[src/rtl/ir_fetch_ctrl.sv]
`default_nettype none
// ============================================================================
//  Module      : ir_fetch_ctrl
//  Description : Fetch sequencer for a 16-bit instruction register with a
//                byte-wide load port. It clears the IR, then reads two bytes
//                from memory at PC. The first byte goes into IR[7:0] and the
//                second into IR[15:8]. PC advances after each byte.
//  Revision    : 1.0  initial release
// ============================================================================
module ir_fetch_ctrl #(
  parameter int ADDR_W = 8
) (
  input  logic              clk,
  input  logic              rst,
  input  logic              start,
  input  logic              pc_load,
  input  logic [ADDR_W-1:0] pc_load_val,
  input  logic [7:0]        mem_data,
  input  logic              mem_valid,
  output logic              mem_rd,
  output logic [ADDR_W-1:0] mem_addr,
  output logic              ir_enable,
  output logic [1:0]        ir_funsel,
  output logic              ir_lh,
  output logic [7:0]        ir_data,
  output logic [ADDR_W-1:0] pc,
  output logic              busy,
  output logic              done
);

  // IR function-select encodings
  localparam logic [1:0] C_FUN_CLEAR = 2'b00;
  localparam logic [1:0] C_FUN_LOAD  = 2'b01;

  typedef enum logic [2:0] {
    S_IDLE  = 3'd0,
    S_CLR   = 3'd1,
    S_RD_LO = 3'd2,
    S_WR_LO = 3'd3,
    S_RD_HI = 3'd4,
    S_WR_HI = 3'd5
  } state_t;

  state_t            r_state;
  state_t            w_next_state;
  logic [ADDR_W-1:0] r_pc;
  logic [7:0]        r_ir_data;

  // State register, program counter and captured memory byte
  always_ff @(posedge clk) begin
    if (rst) begin
      r_state   <= S_IDLE;
      r_pc      <= '0;
      r_ir_data <= '0;
    end else begin
      r_state <= w_next_state;
      case (r_state)
        S_IDLE: begin
          // A load in the same cycle as start is honoured, so the fetch
          // that follows uses the freshly loaded PC.
          if (pc_load) r_pc <= pc_load_val;
        end
        S_RD_LO, S_RD_HI: begin
          if (mem_valid) r_ir_data <= mem_data;
        end
        S_WR_LO, S_WR_HI: begin
          // Modulo-2^ADDR_W increment; wrap is silent.
          r_pc <= r_pc + ADDR_W'(1);
        end
        default: ;
      endcase
    end
  end

  // Next-state logic and Moore output decode
  always_comb begin
    w_next_state = r_state;
    mem_rd       = 1'b0;
    ir_enable    = 1'b0;
    ir_funsel    = C_FUN_CLEAR;
    ir_lh        = 1'b0;
    busy         = 1'b1;
    done         = 1'b0;
    case (r_state)
      S_IDLE: begin
        busy = 1'b0;
        if (start) w_next_state = S_CLR;
      end
      S_CLR: begin
        ir_enable    = 1'b1;
        ir_funsel    = C_FUN_CLEAR;
        w_next_state = S_RD_LO;
      end
      S_RD_LO: begin
        mem_rd = 1'b1;
        if (mem_valid) w_next_state = S_WR_LO;
      end
      S_WR_LO: begin
        ir_enable    = 1'b1;
        ir_funsel    = C_FUN_LOAD;
        ir_lh        = 1'b0;
        w_next_state = S_RD_HI;
      end
      S_RD_HI: begin
        mem_rd = 1'b1;
        if (mem_valid) w_next_state = S_WR_HI;
      end
      S_WR_HI: begin
        ir_enable    = 1'b1;
        ir_funsel    = C_FUN_LOAD;
        ir_lh        = 1'b1;
        done         = 1'b1;
        w_next_state = S_IDLE;
      end
      default: begin
        busy         = 1'b0;
        w_next_state = S_IDLE;
      end
    endcase
  end

  // The memory address always tracks PC; the IR byte holds between captures.
  assign mem_addr = r_pc;
  assign pc       = r_pc;
  assign ir_data  = r_ir_data;

endmodule
`default_nettype wire

[config.mk]
export PLATFORM = sky130hd
export DESIGN_NAME = ir_fetch_ctrl
export DESIGN_NICKNAME = d
export VERILOG_FILES = /design/src/rtl/ir_fetch_ctrl.sv
export SDC_FILE = /design/constraint.sdc
export NUM_CORES = 1
export LEC_CHECK = 0
export CAP_MARGIN = 40
export CORE_MARGIN = 4
export CORE_UTILIZATION = 42
export CTS_BUF_LIST = sky130_fd_sc_hd__clkbuf_4
export DETAILED_ROUTE_END_ITERATION = 8
export PLACE_DENSITY = 0.82
export SKIP_LAST_GASP = 1
export SYNTH_ARGS = -nofsm -noshare
export SYNTH_HDL_FRONTEND = slang
export SYNTH_SLANG_ARGS = --single-unit
[constraint.sdc]
create_clock -name clk -period 1.7 [get_ports clk]
set_input_delay 0.34 -clock clk [delete_from_list [all_inputs] [get_ports clk]]
set_output_delay 0.34 -clock clk [all_outputs]
set_load 0.1 [all_outputs]
==> results of run 1 <==
==> power by group through the flow <==
stage	clock, mW	sequential, mW	combinational, mW
after global routing	0.270	0.588	1.22
after global placement	0	0.580	1.11
after detailed placement	0	0.585	1.13
after floorplan	0	0.774	0.542
after CTS	0.248	0.581	1.15
final	0.255	0.580	1.19
==> how the worst max path moves through the flow <==
| stage | startpoint | to | slack [ps] | depth (start not counted) |
|---|---|---|---|---|
| floorplan | r_state[0]$_SDFFE_PP0P_ | ir_lh | -490 | 4 |
| global placement | pc_load | mem_addr[7]$_SDFFE_PP0P_ | 100 | 6 |
| detailed placement | pc_load | mem_addr[1]$_SDFFE_PP0P_ | 30 | 5 |
| CTS | r_state[2]$_SDFFE_PP0P_ | busy | -20 | 4 |
| global route | r_state[2]$_SDFFE_PP0P_ | done | -60 | 3 |
| finish | r_state[2]$_SDFFE_PP0P_ | done | -20 | 3 |
==> kinds of logic after synthesis <==
kind of cell | share of synthesized area (%)
AND/OR/NAND/NOR | 18.6
AO/OA/AOI/OAI | 16.6
buffers and inverters | 13.5
flip-flops | 34.1
multiplexers | 11.7
XOR/XNOR | 4.04
adder cells (fa/ha/maj) | 1.12
other | 0.336
==> cell type report <==
class                   count  area [um^2]
clock buffers               4         30.0
fillers                   131          428
inverters                   5         23.8
multi-input cells          86          641
flip-flops and latches     19          407
well taps                  30         37.5
repair buffers             65          933
==> tightest hold or removal path, stage by stage (launching register included) <==
cell	delay (ps)
dfxtp_2	390
nand2_1	70
o32ai_1	60
==> routing by layer <==
metal	vias to the layer above	wire [um]
li1	541	-
met5	-	0
met3	6	297
met1	539	1330
met4	0	59
met2	69	2020
==> cells in the mapped netlist, drive strengths merged <==
cell type	number	area share [%]
mux2i	13	12
nor3	3	1.3
clkbuf	1	0.34
or3	1	0.56
a21oi	13	6.2
nor2	14	4.7
nor4bb	1	0.90
conb	1	0.34
or2	3	1.7
o21ai	4	1.8
a221oi	1	0.79
nor2b	1	0.56
nor4b	1	1.3
o32ai	6	5.4
inv	4	1.3
nand3	2	1.3
buf	17	11
dfxtp	19	34
o211a	1	0.90
ha	1	1.1
nor3b	2	1.3
xor2	1	2.5
o31a	2	1.6
and3	1	0.56
nand2	12	4.3
clkinv	1	0.45
xnor2	2	1.6
==> stage by stage <==
step	total power [mW]	area [um^2]	worst slack, ps
after floorplan	1.32	1190	-488
after CTS	1.98	2050	-23.0
after global routing	2.07	2070	-60.9
final	2.02	2070	-20.1
after global placement	1.69	1970	104
after detailed placement	1.71	1970	31.9
==> registers in the layout, summed over array words and instances (netlist names) <==
signal    flops
r_state       3
ir_data       8
mem_addr      8
==> what timing repair did <==
item | CTS | global route
hold buffers | 0 | 0
pin swaps | 3 | 2
setup buffers | 1 | 3
setup endpoints to repair | 5 | 5
gates resized for setup | 12 | 0
==> flow_summary.json, run 1 <==
{
  "cpMaxStageDelayCell": "dfxtp_4",
  "violations": "setup timing",
  "finalCritPeriodShare_pct": 101,
  "hp-class": "reg -> reg",
  "viasPerCell": 5.53,
  "cp.required_ps": 1360,
  "path_delay_family": "flip-flops",
  "p_leak_nw": 0.797,
  "path_clk_slew_ps": 120,
  "insertedDiodeCount": 0,
  "pwr-share-clk_pct": 12.6,
  "yosysWarnings": 0,
  "drive_gt1_share_pct": 41.9,
  "arrival_ps": 1380,
  "vias": 1155,
  "portBuffers": 50,
  "critPathKind": "reg -> out",
  "start_util_pct": 44.6,
  "clk_path_buf_depth": 2,
  "die_h_um": 59.5,
  "gp_congestion": 0.765,
  "drt_iter0_drc": 28,
  "wl_um": 3710,
  "power_density_nw_per_um2": 976,
  "ys_types": 34,
  "crit_path_max_fanout": 5,
  "grt.busiest_layer": "met2",
  "die-area_um2": 3540,
  "ys_ff_latch": 19,
  "drc": 0,
  "cts_root_buf": "clkbuf_4",
  "min_from": "mem_addr[4]$_SDFFE_PP0P_",
  "synth_area_um2": 1110,
  "avgRoutedWirePerCell_um": 17.8,
  "grt_pass1_vias": 1139,
  "cts_max_level": 1,
  "dp_hpwl_um": 2460,
  "met1_usage_pct": 21.1,
  "ios": 52,
  "status": "complete, but fails checks",
  "rows": 18,
  "cp_slowest_stage_delay_ps": 450,
  "grt.met2_usage_pct": 34.5,
  "r2r_cells": 5,
  "hold_end": "mem_addr[4]$_SDFFE_PP0P_",
  "use_met3_pct": 5.45,
  "synth_seq_area_share_pct": 34.1,
  "rsz0062_at_grt": "yes",
  "setup_violations": 3,
  "p_int_mw": 1.05,
  "maxSlewViolCount": 0,
  "combPwrFrac_pct": 58.7,
  "syn_to_final_growth_pct": 85.9,
  "final_cell_mix": "buf_12 (31), clkdlybuf4s50_1 (20), mux2i_1 (13), nor2_1 (13), buf_4 (12)",
  "gr-total-overflow": 0,
  "numClockSinks": 19,
  "p_seq_share_pct": 28.7,
  "drtPass1Iterations": 4,
  "endpoint_kind": "primary output",
  "max_freq_mhz": 581,
  "fin_util_pct": 82.9,
  "rr_startpoint": "mem_addr[1]$_SDFFE_PP0P_",
  "final_hold_viol_count": 0,
  "postRouteAntennaNets": 0,
  "numCtsBuffers": 3,
  "synthCells": 128,
  "grt_pass1_wl_um": 5280,
  "start_kind": "register",
  "r2r_slack_ps": 100,
  "whs_ps": 546,
  "stdcell_count": 209,
  "cts_tree": "built",
  "final.setup.tns_ps": -53.4,
  "nets": 202,
  "switching_share_pct": 47.9,
  "core_area_um2": 2500,
  "path_buf_inv": 2,
  "grt_max_degree": 11,
  "layout_commonest_cell": "buf_12",
  "power_switching_uw": 967,
  "post-route-min-period_ps": 1720,
  "worst_r2r_endpoint": "mem_addr[6]$_SDFFE_PP0P_",
  "dpl.cell_count": 201,
  "drv_cap": 0,
  "antenna_found_initial": 0,
  "fin_skew_ps": 12.1,
  "avgSynthCellArea_um2": 8.71,
  "cp_cell_sequence": "buf_6 > nor3b_4 > buf_12",
  "grt_usage_pct": 19.7,
  "fin_ws_ps": -20.1,
  "ir_worst_vdd_uv": 756,
  "clock_latency_ps": 300,
  "worstHoldPathCells": 2,
  "die_w_um": 59.5,
  "syn_nets": 150
}
No activity file was read; power rests on OpenSTA's default activity.
==> inputs of run 2 (changes only) <==
CORE_MARGIN = unset   (was 4)
SLEW_MARGIN = 0   (was unset)
==> run 2 against run 1 <==
  * The flow still finishes with violations (setup timing)
  * Count of clock-buffer cells in the layout down 1
  * Combinational power grew 4%
  * Largest cell class unchanged
  * Critical path depth is the same
  * Via count is 4.2% higher
  * Setup slack got worse by 24 ps
  * Final cell count up 3.3%
  * Sequential share of layout area down 0.61 points
  * Utilization rose by 2.7 points
  * Clock skew shrank 4.4 ps
==> flow_summary.json, run 2 (synthesis gave the netlist of run 1 again) <==
{
  "numCtsBuffers": 3,
  "worstHoldPathCells": 1,
  "start_kind": "register",
  "fill_cells": 118,
  "die_h_um": 53.5,
  "avgRoutedWirePerCell_um": 17.7,
  "final_cell_mix": "buf_12 (32), clkdlybuf4s50_1 (20), buf_4 (17)",
  "cts_tree": "built",
  "fin_skew_ps": 7.71,
  "nets": 209,
  "maxSlewViolCount": 0,
  "final_hold_viol_count": 0,
  "cts_max_level": 1,
  "antenna_found_initial": 0,
  "insertedDiodeCount": 0,
  "rows": 18,
  "place_ws_ps": 24.9,
  "drc": 0,
  "postRouteAntennaNets": 0,
  "endpoint_kind": "primary output",
  "grt_pass1_vias": 1082,
  "fin_area_um2": 2140,
  "core_area_um2": 2500,
  "ios": 52,
  "gr-total-overflow": 0,
  "grt_max_degree": 14,
  "whs_ps": 517,
  "clk_path_buf_depth": 2,
  "die_w_um": 53.5,
  "drive_gt1_share_pct": 44.1,
  "ir_worst_vdd_uv": 949,
  "dp_hpwl_um": 2250,
  "grt_usage_pct": 23.9,
  "die-area_um2": 2860,
  "layout_commonest_cell": "buf_12",
  "arrival_ps": 1400,
  "cp.required_ps": 1360,
  "start_util_pct": 44.6,
  "drv_cap": 0,
  "placed_area_um2": 1950,
  "p_leak_nw": 0.829,
  "fin_ws_ps": -44.6,
  "cts_root_buf": "clkbuf_4",
  "finalCritPeriodShare_pct": 103,
  "syn_to_final_growth_pct": 91.8,
  "drt_iter0_drc": 14,
  "portBuffers": 50,
  "gp_congestion": 0.795,
  "status": "complete, but fails checks",
  "clock_latency_ps": 310,
  "numClockSinks": 19,
  "power_density_nw_per_um2": 961,
  "drtPass1Iterations": 4,
  "vias": 1203,
  "max_freq_mhz": 573,
  "post-route-min-period_ps": 1740,
  "rsz0062_at_grt": "yes",
  "crit_path_max_fanout": 6,
  "viasPerCell": 5.57,
  "wl_um": 3810,
  "setup_violations": 4,
  "critPathKind": "reg -> out",
  "hp-class": "reg -> reg",
  "r2r_cells": 5,
  "violations": "setup timing",
  "path_clk_slew_ps": 110,
  "grt_pass1_wl_um": 4890
}
run 2: cell count changes in the layout (fill, tap and decap cells not counted), sizes merged:
cell,delta
buf,+7
clkbuf,-1
inv,+1
run 2: area by class of cell:
class | instances | area [um^2] | area share (%)
tap | 30 | 37.5 | 1.76
timing repair buffer | 72 | 1010 | 47.0
clock inverter | 1 | 6.26 | 0.293
inverter | 5 | 23.8 | 1.11
sequential | 19 | 407 | 19.0
multi-input combinational | 86 | 636 | 29.7
clock buffer | 3 | 22.5 | 1.05
run 2: through the flow:
step | instances | power [mW] | utilization, % | setup TNS (ps)
after floorplan | 128 | 1.32 | - | -1010
after global routing | 216 | 2.12 | 85.5 | -341
after global placement | 197 | 1.69 | 78.0 | 0
after detailed placement | 197 | 1.71 | 78.0 | 0
final | 216 | 2.06 | 85.5 | -135
after CTS | 202 | 1.98 | 81.0 | -239
run 2: final timing paths:
kind | slack (ps) | from | endpoint
worst min-delay path | 520 | r_state[0]$_SDFFE_PP0P_ | r_state[0]$_SDFFE_PP0P_
worst max register to register | 40 | mem_addr[1]$_SDFFE_PP0P_ | mem_addr[7]$_SDFFE_PP0P_
worst min register to register | 520 | r_state[0]$_SDFFE_PP0P_ | r_state[0]$_SDFFE_PP0P_
worst max-delay path | -40 | r_state[2]$_SDFFE_PP0P_ | done
run 2: routing by layer:
layer	share of wire [%]	vias to the layer above	GRT usage (%)
met1	39	578	25.7
met3	6.9	14	8.05
li1	-	549	-
met4	2.3	0	8.77
met2	52	62	42.7
met5	0	-	0
run 2: critical path: stages (launching register included):
cell and delay, ps:
dfxtp_4 450, buf_8 140, nor3b_4 290, buf_12 220
run 2: repair_timing:
action	in CTS	in global routing
setup endpoints to repair	6	5
pin swaps	1	5
hold buffers	0	0
gates resized for setup	11	2
buffers inserted	1	14
run 2: report_power, final:
part	total [mW]	switching [mW]	internal, mW	leakage [nW]
clock	0.243	0.152	0.0913	0.0183
combinational	1.24	0.751	0.490	0.650
sequential	0.572	0.0798	0.492	0.161
total	2.06	0.983	1.07	0.829
